<file path="config.mk">
export PLATFORM = sky130hd
export DESIGN_NAME = regfile_write_scheduler
export DESIGN_NICKNAME = d
export VERILOG_FILES = /design/src/rtl/regfile_write_scheduler.sv
export SDC_FILE = /design/constraint.sdc
export NUM_CORES = 1
export LEC_CHECK = 0
export ABC_AREA = 1
export BUFFER_PORTS_ARGS = -buffer_cell sky130_fd_sc_hd__buf_2
export CAP_MARGIN = 20
export CORE_MARGIN = 5
export CORE_UTILIZATION = 50
export CTS_CLUSTER_SIZE = 30
export DETAILED_ROUTE_END_ITERATION = 8
export HOLD_SLACK_MARGIN = 0.02
export PLACE_DENSITY_LB_ADDON = 0.15
export SLEW_MARGIN = 40
export SYNTH_ARGS = -nofsm -noshare
export SYNTH_HDL_FRONTEND = slang
export SYNTH_SLANG_ARGS = --single-unit
</file>
<file path="constraint.sdc">
create_clock -name clk -period 11.55 [get_ports clk]
set_input_delay 0 -clock clk [delete_from_list [all_inputs] [get_ports clk]]
set_output_delay 0 -clock clk [all_outputs]
set_load 0.02 [all_outputs]
</file>
<file path="src/rtl/regfile_write_scheduler.sv">
// regfile_write_scheduler: clears registers 1..63 after reset, then arbitrates buffered writebacks
// round-robin onto the single register-file write port.
module regfile_write_scheduler #(
    parameter int NUM_WB_PORTS = 3
) (
    input  logic                    clk,
    input  logic                    rst_n,
    input  logic [NUM_WB_PORTS-1:0] wb_valid_i,
    input  logic [5:0]              wb_addr_i [NUM_WB_PORTS],
    input  logic [31:0]             wb_data_i [NUM_WB_PORTS],
    output logic [NUM_WB_PORTS-1:0] wb_ready_o,
    output logic [5:0]              rf_write_addr_o,
    output logic [31:0]             rf_new_data_o,
    output logic                    rf_commit_o,
    output logic                    init_done_o,
    output logic                    zero_drop_o
);
    localparam int PW = $clog2(NUM_WB_PORTS);
    typedef enum logic {INIT, RUN} state_t;
    state_t state_q, state_d;
    logic [5:0] init_ptr_q, init_ptr_d;
    logic [NUM_WB_PORTS-1:0] buf_valid_q, buf_valid_d, grant, accept, load, zero_hit;
    logic [5:0] buf_addr_q [NUM_WB_PORTS];
    logic [31:0] buf_data_q [NUM_WB_PORTS];
    logic [PW-1:0] rr_ptr_q, rr_ptr_d, gidx;
    logic [PW:0] scan;
    logic zero_drop_q, zero_drop_d;
    // First valid buffer at or after rr_ptr wins; only in RUN.
    always_comb begin
        grant = '0;
        gidx = '0;
        scan = '0;
        if (state_q == RUN) begin
            for (int k = 0; k < NUM_WB_PORTS; k++) begin
                scan = {1'b0, rr_ptr_q} + (PW+1)'(k);
                scan = (scan >= (PW+1)'(NUM_WB_PORTS)) ? scan - (PW+1)'(NUM_WB_PORTS) : scan;
                if (grant == '0 && buf_valid_q[scan[PW-1:0]]) begin
                    grant[scan[PW-1:0]] = 1'b1;
                    gidx = scan[PW-1:0];
                end
            end
        end
    end
    assign init_done_o = state_q == RUN;
    assign zero_drop_o = zero_drop_q;
    assign wb_ready_o = {NUM_WB_PORTS{init_done_o}} & (~buf_valid_q | grant);
    assign accept = wb_valid_i & wb_ready_o;
    // rf_commit follows rst_n in INIT so it reads 0 while reset is held.
    assign rf_commit_o = (state_q == INIT) ? rst_n : |grant;
    assign rf_write_addr_o = (state_q == INIT) ? init_ptr_q : (|grant ? buf_addr_q[gidx] : 6'd0);
    assign rf_new_data_o = (state_q == RUN && |grant) ? buf_data_q[gidx] : 32'd0;
    always_comb begin
        state_d = (state_q == INIT && init_ptr_q == 6'd63) ? RUN : state_q;
        init_ptr_d = (state_q == INIT) ? init_ptr_q + 6'd1 : init_ptr_q;
        rr_ptr_d = !(|grant) ? rr_ptr_q : (gidx == PW'(NUM_WB_PORTS-1)) ? '0 : gidx + PW'(1);
        for (int i = 0; i < NUM_WB_PORTS; i++) begin
            zero_hit[i] = accept[i] & (wb_addr_i[i] == 6'd0);
            load[i] = accept[i] & (wb_addr_i[i] != 6'd0);
        end
        buf_valid_d = load | (buf_valid_q & ~grant);
        zero_drop_d = |zero_hit;
    end
    always_ff @(posedge clk or negedge rst_n) begin
        if (!rst_n) begin
            state_q <= INIT;
            init_ptr_q <= 6'd1;
            buf_valid_q <= '0;
            rr_ptr_q <= '0;
            zero_drop_q <= 1'b0;
        end else begin
            state_q <= state_d;
            init_ptr_q <= init_ptr_d;
            buf_valid_q <= buf_valid_d;
            rr_ptr_q <= rr_ptr_d;
            zero_drop_q <= zero_drop_d;
        end
    end
    // Payload is qualified by buf_valid_q, so it needs no reset.
    always_ff @(posedge clk) begin
        for (int i = 0; i < NUM_WB_PORTS; i++) begin
            if (load[i]) begin
                buf_addr_q[i] <= wb_addr_i[i];
                buf_data_q[i] <= wb_data_i[i];
            end
        end
    end
endmodule

</file>
* Word-level counts from Yosys, hierarchy flattened
Memory sizes are Yosys's and may differ from the RTL's. Cells that the tools add are included. Widths: inputs -> output; s select.
Operators by class: $add $sub $neg 7, magnitude comparators 9, equality and inequality tests 2, mux-type cells 36, bitwise gates (word level) 16, reductions and logical operators 17
Operators by type and width (count):
- $mux 32 | 1
- $logic_not 6->1 | 3
- $mux 3 | 6
- $reduce_bool 6->1 | 3
- $mux 2 | 8
- $mux 1 | 13
- $mux 6 | 2
- $or 3x3->3 | 4
- $and 3x3->3 | 3
- $lt 2x3->1 const B | 3
- $logic_and 1x1->1 | 7
- $add 6x1->6 const B | 1
- $and 1x1->1 | 6
- $bmux 1 s2 | 3
- $demux 1 s2 | 3
- $eq 6x6->1 const B | 1
- $ge 2x1->1 const B | 3
- $ge 3x2->1 const B | 2
- $logic_not 3->1 | 2
- $not 3->3 | 2
- $reduce_or 3->1 | 2
- $sub 2x2->2 const B | 3
- $add 2x1->3 const B | 1
- $add 2x2->3 const B | 1
- other kinds (4) | 4
Word-level totals: flip-flop bits (word level) 13, memory bits (writable) 114, bits of input ports 119, output and inout port bits 44, word-level logic and storage cells 94, memories kept 2
Memory list:
- buf_data_q | depth 3, bits a word 32, read ports 1, clocked after Yosys merged registers in 0, write ports 3, RTL line 24 | logic [31:0] buf_data_q [NUM_WB_PORTS];
- buf_addr_q | depth 3, bits a word 6, read ports 1, clocked after Yosys merged registers in 0, write ports 3, RTL line 23 | logic [5:0] buf_addr_q [NUM_WB_PORTS];

* Longest topological paths before layout
Gate-level depths: netlist of the first run.
depth in word-level cells 22, mapped depth 20, gate-level depth less buffers 18

* Least setup slack after synthesis of the first run
OpenSTA, ideal clock, no wires.
path type reg2reg, from register rr_ptr_q[0], to memory buf_addr_q[2][0], enable pin, setup time 433 ps, data arrival time 3818 ps, required time 11117 ps, slack 7299 ps, stages on the path, launching flop included 15, buffers on the path 1, period minus slack after synthesis 4251 ps, path through dfrtp_1 -> inv_1 -> ha_1 -> buf_4 -> nand2_1 -> nand2_1 -> nor2_1 -> nor2_4 -> nand4_1 -> nand2_1 -> nor2_2 -> nand3_2 -> a31oi_1 -> nand2_1 -> nor2_1
RTL lines:
- start, declared | RTL line 25 | logic [PW-1:0] rr_ptr_q, rr_ptr_d, gidx;
- start signal, assigned | RTL line 74 | rr_ptr_q <= rr_ptr_d;
- end, declared | RTL line 23

* Worst setup path in the final report of the first run
from register rr_ptr_q[0], to output port rf_new_data_o[31]
On the way: word-level cells in the longest chain between the ends 19, elaborated cells between the ends (all ways) 52, those cells by class add/sub: 5; order compare: 9; mux: 26; bitwise: 2; reduce/logical: 9; memory: 1
RTL lines:
- branches (longest 18 deep; another with $add 2x1->3)
- $mux 32 (*) | RTL line 51 | assign rf_new_data_o = (state_q == RUN && |grant) ? buf_data_q[gidx] : 32'd0;
- end, declared | RTL line 13 | output logic [31:0] rf_new_data_o,
Every way passes the cells marked *. The select of a mux whose other input is x is not followed.

==> results of run 1 <==
[power by group]
part	leakage [nW]	total, mW	internal, mW	switching, mW
Sequential	1.17	0.501	0.501	0
Clock	0.256	0.483	0.292	0.191
Combinational	2.36	0.0570	0.0405	0.0165
Total	3.79	1.04	0.833	0.207
[synth_stat cells]
cell,n
o21bai_4,1
nand2_2,4
nand3_1,78
xnor2_1,3
ha_1,5
buf_6,6
inv_1,43
edfxtp_1,114
o21ai_2,1
buf_12,1
or4_1,3
nand2_1,135
nor2_1,63
nand3b_1,1
xor2_1,2
nor2_2,2
buf_1,2
inv_4,2
clkbuf_1,4
buf_2,8
buf_4,3
nor2_4,1
inv_2,2
dfrtp_1,12
nor3_1,3
o21ai_0,6
a31oi_1,3
nand4_1,7
dfstp_2,1
nand3_2,17
[routing by layer]
metal / vias up / share of wire [%] / GRT usage [%]
met5: - / 0 / 0
met4: 0 / 3.7 / 12.08
met3: 50 / 5.9 / 6.272
met2: 218 / 52 / 43.27
met1: 2384 / 38 / 29.00
li1: 2377 / - / -
[registers in the layout (all words and copies together), names as in the netlist]
register and flops:
buf_addr_q 18, buf_valid_q 3, buf_data_q 96, rr_ptr_q 2
zero_drop_o 1, init_done_o 1, init_ptr_q 6
[worst max-delay path by stage]
stage                                   end  slack [ns]  cells after the start
after floorplan            buf_addr_q[2][0]        7.30                     14
after global placement    rf_new_data_o[20]        7.24                     18
after detailed placement  rf_new_data_o[16]        7.03                     18
after CTS                 rf_new_data_o[16]        6.57                     18
after global routing      rf_new_data_o[31]        6.09                     18
final                     rf_new_data_o[31]        6.52                     18
[what timing repair did]
action / 4_1_cts / 5_1_grt
buffers inserted: 0 / 0
hold buffers: 120 / 0
endpoints found under the hold margin: 131 / 0
[metrics by stage]
| step | hold slack, ns | cell area (um^2) | setup WS, ns | power (mW) |
|---|---|---|---|---|
| finish | 0.1144 | 8483 | 6.519 | 1.041 |
| floorplan | -0.2956 | 5728 | 7.299 | 0.5110 |
| CTS | 0.08845 | 8478 | 6.568 | 1.044 |
| detailed placement | -0.08292 | 6744 | 7.027 | 0.5338 |
| global placement | -0.08215 | 6576 | 7.242 | 0.5333 |
| global route | 0.1144 | 8478 | 6.089 | 1.071 |
[kinds of logic (layout without fill, tap and decap cells)]
group | Yosys count | in the layout
AOI/OAI and AO/OA | 11 | 11
xor gates and xnor gates | 5 | 5
adders and majority gates | 5 | 5
buffers and inverters | 71 | 368
DFF | 127 | 127
other | 0 | 2
and+or+nand+nor | 314 | 314
[cell type report]
type	count	area share [%]
flip-flops and latches	127	44.25
clock inverters	12	1.136
repair buffers	289	25.75
inverters	47	2.139
well taps	143	2.109
multi-input cells	335	19.41
clock buffers	20	5.147
diodes	2	0.05900
[critical path: cells and delay by family, from the launching register on]
family	cells	cell delay (ns)
DFF	1	0.40
and+or+nand+nor	14	3.36
buffers and inverters	3	0.34
adders and majority gates	1	0.48
==> metrics, run 1 <==
# resized after CTS=0; clock root buffer=clkbuf_16; fill count=about 760; complex-gate fraction of the synthesized area=under 10%; xor/xnor share of the synthesized area=less than 1%; dpl cells=821; Final Skew=slightly below 0.01 ns; largest net degree at the start of global routing=between 50 and 60; Area contributors post-synth=edfxtp_1 60%, nand2_1 8.8%, nand3_1 6.8%; area of the multi-input gates=roughly 1600 um^2; CP Launch Type=flip-flop; TNS Setup=0 ns; CTS tree=built; cell taking the most area after synthesis=edfxtp_1; DP HPWL=a little over 10 mm; worst flop-to-flop path endpoint=rr_ptr_q[0]; Slew Viols, Final=0; Rows=39; full die area=approximately 14000 um^2; area added between synthesis and finish=48.10%; clock-pin slew on the worst setup and hold paths=0.05 ns; Setup CP Type=reg -> out; FF+latch count, synth=~130; Mapped Area=5728 um^2; GRT overflow=0; Vias=~5.0k; Max Clock Freq=roughly 200 MHz; Global Route Usage Sum=24.98%; worst r2r path cells=15; H-tree depth=4; Post-Synth Adder-Cell Area=1.092%; TritonRoute pass-1 iters=7; slew margin rel.=between 40 and 50%; DR WL/cell=~17 um; Power Dens Cells=122.7 nW/um^2; Hold Fails Final Rpt=0; Synth Area in Simple Gates=about a quarter; fin crit share=43.56%; Arr. time, crit path=around 5.0 ns; Register Area=between 3000 and 4000 um^2; status=finished clean; PortBufs=around 160; Max Cap Viol=0; CP Cell Sequence=inv_1 > ha_1 > inv_4 > nand2_1 > nand2_1 > nor2_1 > nor2_4 > nand4_1 > nand2_1 > nor2_2 > nand3_2 > nand2_2 > nand2_1 > nand2_1 > nor2_1 > nor2_1 > nor2_1 > buf_2; fin util=around 75%; Synthesis Warnings=0; top cell type's share of synthesized area=about three fifths; Worst-Skew Late Latency=about 0.42 ns; Slowest Stage Delay on Critical Path=between 0.8 and 0.9 ns; largest fanout on the critical path=39; multiplexer area fraction after synthesis=0%; worst slew pin tran=0.8063 ns; NumNets Final=approximately 940; Initial DRC Count=290; most frequent cells in the layout=162 x buf_2, 135 x nand2_1, 120 x dlygate4sd3_1; WL final=16.58 mm; routability cong.=roughly 0.9; post-synthesis net count=approximately 660; RSZ-0062 raised after global routing=no; Peak VDD IR=around 110 uV; largest family of logic cells by synthesized area=simple AND/OR/NAND/NOR gates; first-pass GRT wire length=25.22 mm; fin crit period=~5 ns; CTS Sinks=~130; mean cell area of the mapped netlist=10.75 um^2; num ports=~160; Post-Layout Cell Count=roughly 980; clk buf depth=2; Cell variety after synth=30; crit end category=output pin; commonest non-fill, non-tap cell in the layout=buf_2; vias in the first global route=5066; layout cells sized above 1=between 20% and 30%; worst path required time=roughly 12 ns; core box area=around 11000 um^2; antenna violations before repair=0; Synth Instances=533; Crit. Startpoint=rr_ptr_q[0]; sequential area share after synthesis=65.47%; reg2reg start=rr_ptr_q[0]; Via density=slightly above 5; critical path's slowest cell=nand2_1; Die X-Extent=117.0 um; setup violators final=0; Static Leak=between 3 and 4 nW; Critical Path Most Common Cell=nand2_1; ANT nets after route=0; Die Height=117.0 um; flop2flop setup slack=between 7 and 8 ns; # DRC=0; Inserted Clock Buffers=17; Hold Crit Class=in -> async; initial core utilization=50.60%
Note: power is estimated with default switching activity, not from simulation.
==> run 2: changes to the inputs <==
- clock period: 11.55 -> 4.84 ns (I/O delays scaled with it)
==> run 2 against run 1 <==
- first-iteration DRC count rose by 4.1%
- total power rose by 150%
- non-clock buffer count rose by 2
- global-route usage fell by 0.12 points
- sequential share of layout area rose by 0.16 points
- utilization fell by 0.32 points
- critical path type unchanged
- critical endpoint is now rf_new_data_o[23]
- largest cell class unchanged
- highest routed layer unchanged
==> metrics, run 2 (synthesized netlist as in run 1, its figures left out) <==
full die area=between 10000 and 15000 um^2; NumNets Final=943; CTS Sinks=around 130; Final Skew=0.004623 ns; Largest Register=buf_data_q; Static Leak=~3.8 nW; slew margin rel.=47.96%; vias in the first global route=5205; first-pass GRT wire length=approximately 25 mm; DP HPWL=between 10 and 15 mm; max FFs per register=between 90 and 100; status=finished clean; Rows=39; layout cells sized above 1=between 20 and 30%; routability cong.=approximately 0.87; Vias=4977; PortBufs=roughly 160; setup bufs post-CTS=0; GRT overflow=0; # DRC=0; Global Route Usage Sum=around 25%; most frequent cells in the layout=162 x buf_2, 134 x nand2_1, 121 x dlygate4sd3_1; Hold Crit Class=in -> reg; area added between synthesis and finish=47.47%; Die X-Extent=117.0 um; largest net degree at the start of global routing=40; Inserted Clock Buffers=17; worst slew pin tran=approximately 0.8 ns; worst path required time=roughly 4.8 ns; n_diodes=0; crit end category=output pin; ANT nets after route=0; CP Launch Type=flip-flop; fin crit share=83.19%; TritonRoute pass-1 iters=5; initial core utilization=about 51%; largest registers=buf_data_q: 96 flops, buf_addr_q: 18 flops, init_ptr_q: 6 flops; TNS Setup=0 ns; num ports=between 150 and 200; core box area=11320 um^2; total power=between 2 and 3 mW; DR WL/cell=roughly 17 um; Max Clock Freq=around 250 MHz; Power Dens Cells=304.5 nW/um^2; fin crit period=about 4.0 ns; clk buf depth=2; WHS=0.2942 ns; Worst-Skew Late Latency=~0.4 ns; Via density=slightly above 5; Max Cap Viol=0; Arr. time, crit path=roughly 4.0 ns; Hold Fails Final Rpt=0; RSZ-0062 raised after global routing=no; post-route setup slack=just over 0.8 ns; CTS tree=built; Slew Viols, Final=0; clock root buffer=clkbuf_16; clock-pin slew on the worst setup and hold paths=approximately 0.05 ns; WL final=about 16 mm; pre-CTS WS=1.147 ns; setup violators final=0; H-tree depth=4; commonest non-fill, non-tap cell in the layout=buf_2; Die Height=~120 um; Initial DRC Count=roughly 300; antenna violations before repair=0; largest fanout on the critical path=39; Peak VDD IR=317.1 uV; Setup CP Type=reg -> out
[run 2: final timing paths]
path	start	slack, ns	to	cells past startpoint
min	wb_data_i[31]	0.29	buf_data_q[2][31]	2
max	rr_ptr_q[0]	0.81	rf_new_data_o[23]	20
min in group asynchronous	rst_n	0.51	init_ptr_q[4]	3
max reg2reg	rr_ptr_q[0]	1.22	buf_data_q[0][15]	15
max in group asynchronous	rst_n	3.35	init_ptr_q[5]	4
min reg2reg	init_ptr_q[0]	0.50	init_ptr_q[0]	1
[run 2: cell type report]
type                    instances  area, um^2
clock buffers                  18       429.2
flip-flops and latches        127        3751
repair buffers                291        2110
well taps                     143       178.9
fillers                       776        2874
clock inverters                14       147.6
multi-input cells             335        1649
inverters                      47       181.4
[run 2: repair_timing]
item / CTS / global route
setup endpoints to repair: 0 / 0
resized for setup: 0 / 0
hold buffers: 121 / 0
endpoints found under the hold margin: 131 / 0
[run 2: power by group]
part	internal [mW]	switching, mW
registers	1.20	0
clock network	0.797	0.442
logic	0.0973	0.0401
[run 2: layer usage]
metal	up-vias	share of wire, %	track usage, %
li1	2376	-	-
met1	2347	38	29.50
met2	219	52	42.81
met3	35	7.2	7.095
met4	0	2.4	9.786
met5	-	0	0
[run 2: per-stage QoR]
step	util, %	cell area [um^2]	std cells
2_1_floorplan	-	5728	533
3_3_place_gp	58.42	6614	820
3_5_place_dp	58.80	6656	822
4_1_cts	74.59	8444	975
5_1_grt	74.61	8447	975
6_report	74.61	8447	975
[run 2: critical path, stage by stage (launching register included)]
cell	delay (ns)
dfrtp_1	0.40
inv_1	0.09
ha_1	0.47
inv_4	0.07
nand2_1	0.07
nand2_1	0.05
nor2_1	0.18
nor2_4	0.08
nand4_1	0.08
nand2_1	0.07
nor2_2	0.21
nand3_2	0.12
nand2_2	0.07
buf_4	0.38
nand2_1	0.09
buf_4	0.24
nand2_2	0.38
nor2_1	0.10
nor2_1	0.17
nor2_1	0.08
buf_2	0.21
==> run 3: changes to the inputs <==
- clock period: 4.84 -> 4 ns (I/O delays scaled with it)
==> run 3 against run 2 <==
- register-to-register slack got worse by 0.59 ns
- first-iteration DRC count rose by 21%
- routed wire length rose by 5.2%
- sequential share of layout area fell by 0.24 points
- via count fell by 0.32%
- final cell count rose by 0.31%
- total power rose by 27%
- cell area rose by 0.53%
- critical path type unchanged
==> metrics, run 3 (synthesized netlist as in run 1, its figures left out) <==
DP HPWL=10.27 mm; CP Launch Type=flip-flop; num ports=163; Hold Crit Class=in -> async; total power=3.269 mW; Arr. time, crit path=about 3.5 ns; Max Cap Viol=0; CTS Sinks=between 100 and 150; WL final=~17 mm; Worst-Skew Late Latency=between 0.4 and 0.5 ns; most frequent cells in the layout=162 x buf_2, 134 x nand2_1, 119 x dlygate4sd3_1; Gate power share=under 10%; switching share of power=18.65%; Vias=between 4k and 5k; core box area=between 10000 and 15000 um^2; commonest non-fill, non-tap cell in the layout=buf_2; status=finished clean; GRT overflow=0; Power Dens Cells=around 380 nW/um^2; clk buf depth=2; Max Clock Freq=285.5 MHz; layout cells sized above 1=between 20 and 30%; Global Route Usage Sum=between 20% and 30%; antenna violations before repair=1; routability cong.=approximately 0.9; setup violators final=0; DR WL/cell=17.62 um; TritonRoute pass-1 iters=4; Post-Layout Cell Count=around 1000; largest registers=buf_data_q: 96 flops, buf_addr_q: 18 flops, init_ptr_q: 6 flops; Die X-Extent=117.0 um; dpl cells=~820; ANT nets after route=0; Final Skew=~0.0052 ns; vias in the first global route=5193; clock root buffer=clkbuf_16; largest net degree at the start of global routing=50; RSZ-0062 raised after global routing=no; Via density=around 5; fin util=approximately three quarters; Cell Int Power=2.659 mW; Initial DRC Count=365; PortBufs=about 160; crit end category=output pin; worst slew pin tran=0.7568 ns; fin crit period=between 3 and 4 ns; first-pass GRT wire length=between 20 and 30 mm; Inserted Clock Buffers=17; full die area=approximately 14000 um^2; clock-pin slew on the worst setup and hold paths=around 0.050 ns; slew margin rel.=roughly 49%; max FFs per register=96; Die Height=117.0 um; largest fanout on the critical path=36; CTS tree=built; worst path required time=4.00 ns; clock share of power=roughly 51%; Setup CP Type=reg -> out; Peak VDD IR=between 400 and 500 uV; TNS Setup=0 ns; Rows=39; Reg power frac=roughly 44%; # DRC=0; Static Leak=3.816 nW; fin crit share=around 90%; initial core utilization=slightly above 50%; Largest Register=buf_data_q; NumNets Final=around 940; area added between synthesis and finish=48.25%; fill count=about 750; H-tree depth=4; Slew Viols, Final=0; Hold Fails Final Rpt=0; WHS=~0.017 ns; Sw Pwr=0.6098 mW
-- run 3: cell count changes in the layout (fill, tap and decap cells not counted) --
cell	change
clkinv_4	+2
clkinv_1	-2
inv_6	-1
clkinvlp_4	-2
buf_8	-1
buf_16	-1
clkbuf_1	+1
bufinv_16	+2
dlygate4sd3_1	-2
diode_2	+4
buf_12	+2
buf_4	+1
-- run 3: worst paths after layout --
path                                from                 to  slack [ns]  cells after the start
setup / recovery             rr_ptr_q[0]  rf_new_data_o[30]        0.50                     18
hold / removal                     rst_n        zero_drop_o        0.02                      2
setup reg to reg             rr_ptr_q[0]   buf_addr_q[1][4]        0.63                     15
hold reg to reg            init_ptr_q[0]      init_ptr_q[0]        0.51                      1
max in group asynchronous          rst_n      init_ptr_q[0]        3.69                      2
min in group clk           wb_data_i[48]  buf_data_q[1][16]        0.30                      2
-- run 3: area by class of cell --
cell class / instances / area, um^2 / share of cell area, %
antenna: 4 / 10.01 / 0.1179
multi-input combinational: 335 / 1649 / 19.42
clock inverter: 13 / 193.9 / 2.284
inverter: 47 / 181.4 / 2.136
tap: 143 / 178.9 / 2.107
clock buffer: 19 / 432.9 / 5.098
timing repair buffer: 290 / 2095 / 24.66
sequential: 127 / 3751 / 44.17
-- run 3: metal layers --
metal | vias up | global-route usage (%) | share of wire [%]
met1 | 2282 | 30.49 | 37
met3 | 55 | 7.095 | 7.5
li1 | 2381 | - | -
met4 | 0 | 13.30 | 3.8
met2 | 243 | 45.39 | 52
met5 | - | 0 | 0
-- run 3: stage by stage --
| step | setup WS (ns) | area (um^2) |
|---|---|---|
| after global routing | 0.2429 | 8484 |
| after CTS | 0.3076 | 8479 |
| after floorplan | 0.3585 | 5736 |
| after global placement | 0.7895 | 6661 |
| after detailed placement | 0.6642 | 6661 |
| final | 0.4968 | 8492 |
-- run 3: power by group through the flow --
stage / Combinational, mW / Sequential, mW / Clock [mW]
floorplan: 0.00208 / 1.47 / 0
global placement: 0.0701 / 1.47 / 0
detailed placement: 0.0716 / 1.47 / 0
CTS: 0.161 / 1.45 / 1.66
global route: 0.178 / 1.45 / 1.73
finish: 0.167 / 1.45 / 1.66
-- run 3: worst max-delay path, stage by stage, from the launching register on --
cell and delay [ns]:
dfrtp_1 0.40, inv_1 0.08, ha_1 0.42, inv_4 0.11, nand2_1 0.06, nand2_1 0.08, nand2_2 0.06, nor2_4 0.19
nand4_1 0.12, nand2_1 0.15, nand2_2 0.08, o21bai_4 0.17, nand3_2 0.19, inv_4 0.37, nand2_1 0.13, nand2_1 0.09
nor2_1 0.04, nor2_1 0.13, buf_2 0.21
-- run 3: timing repair --
item / 4_1_cts / 5_1_grt
buffers inserted: 0 / 0
hold buffers: 119 / 0
setup endpoints to repair: 0 / 3
gates resized for setup: 0 / 1
endpoints found under the hold margin: 131 / 0
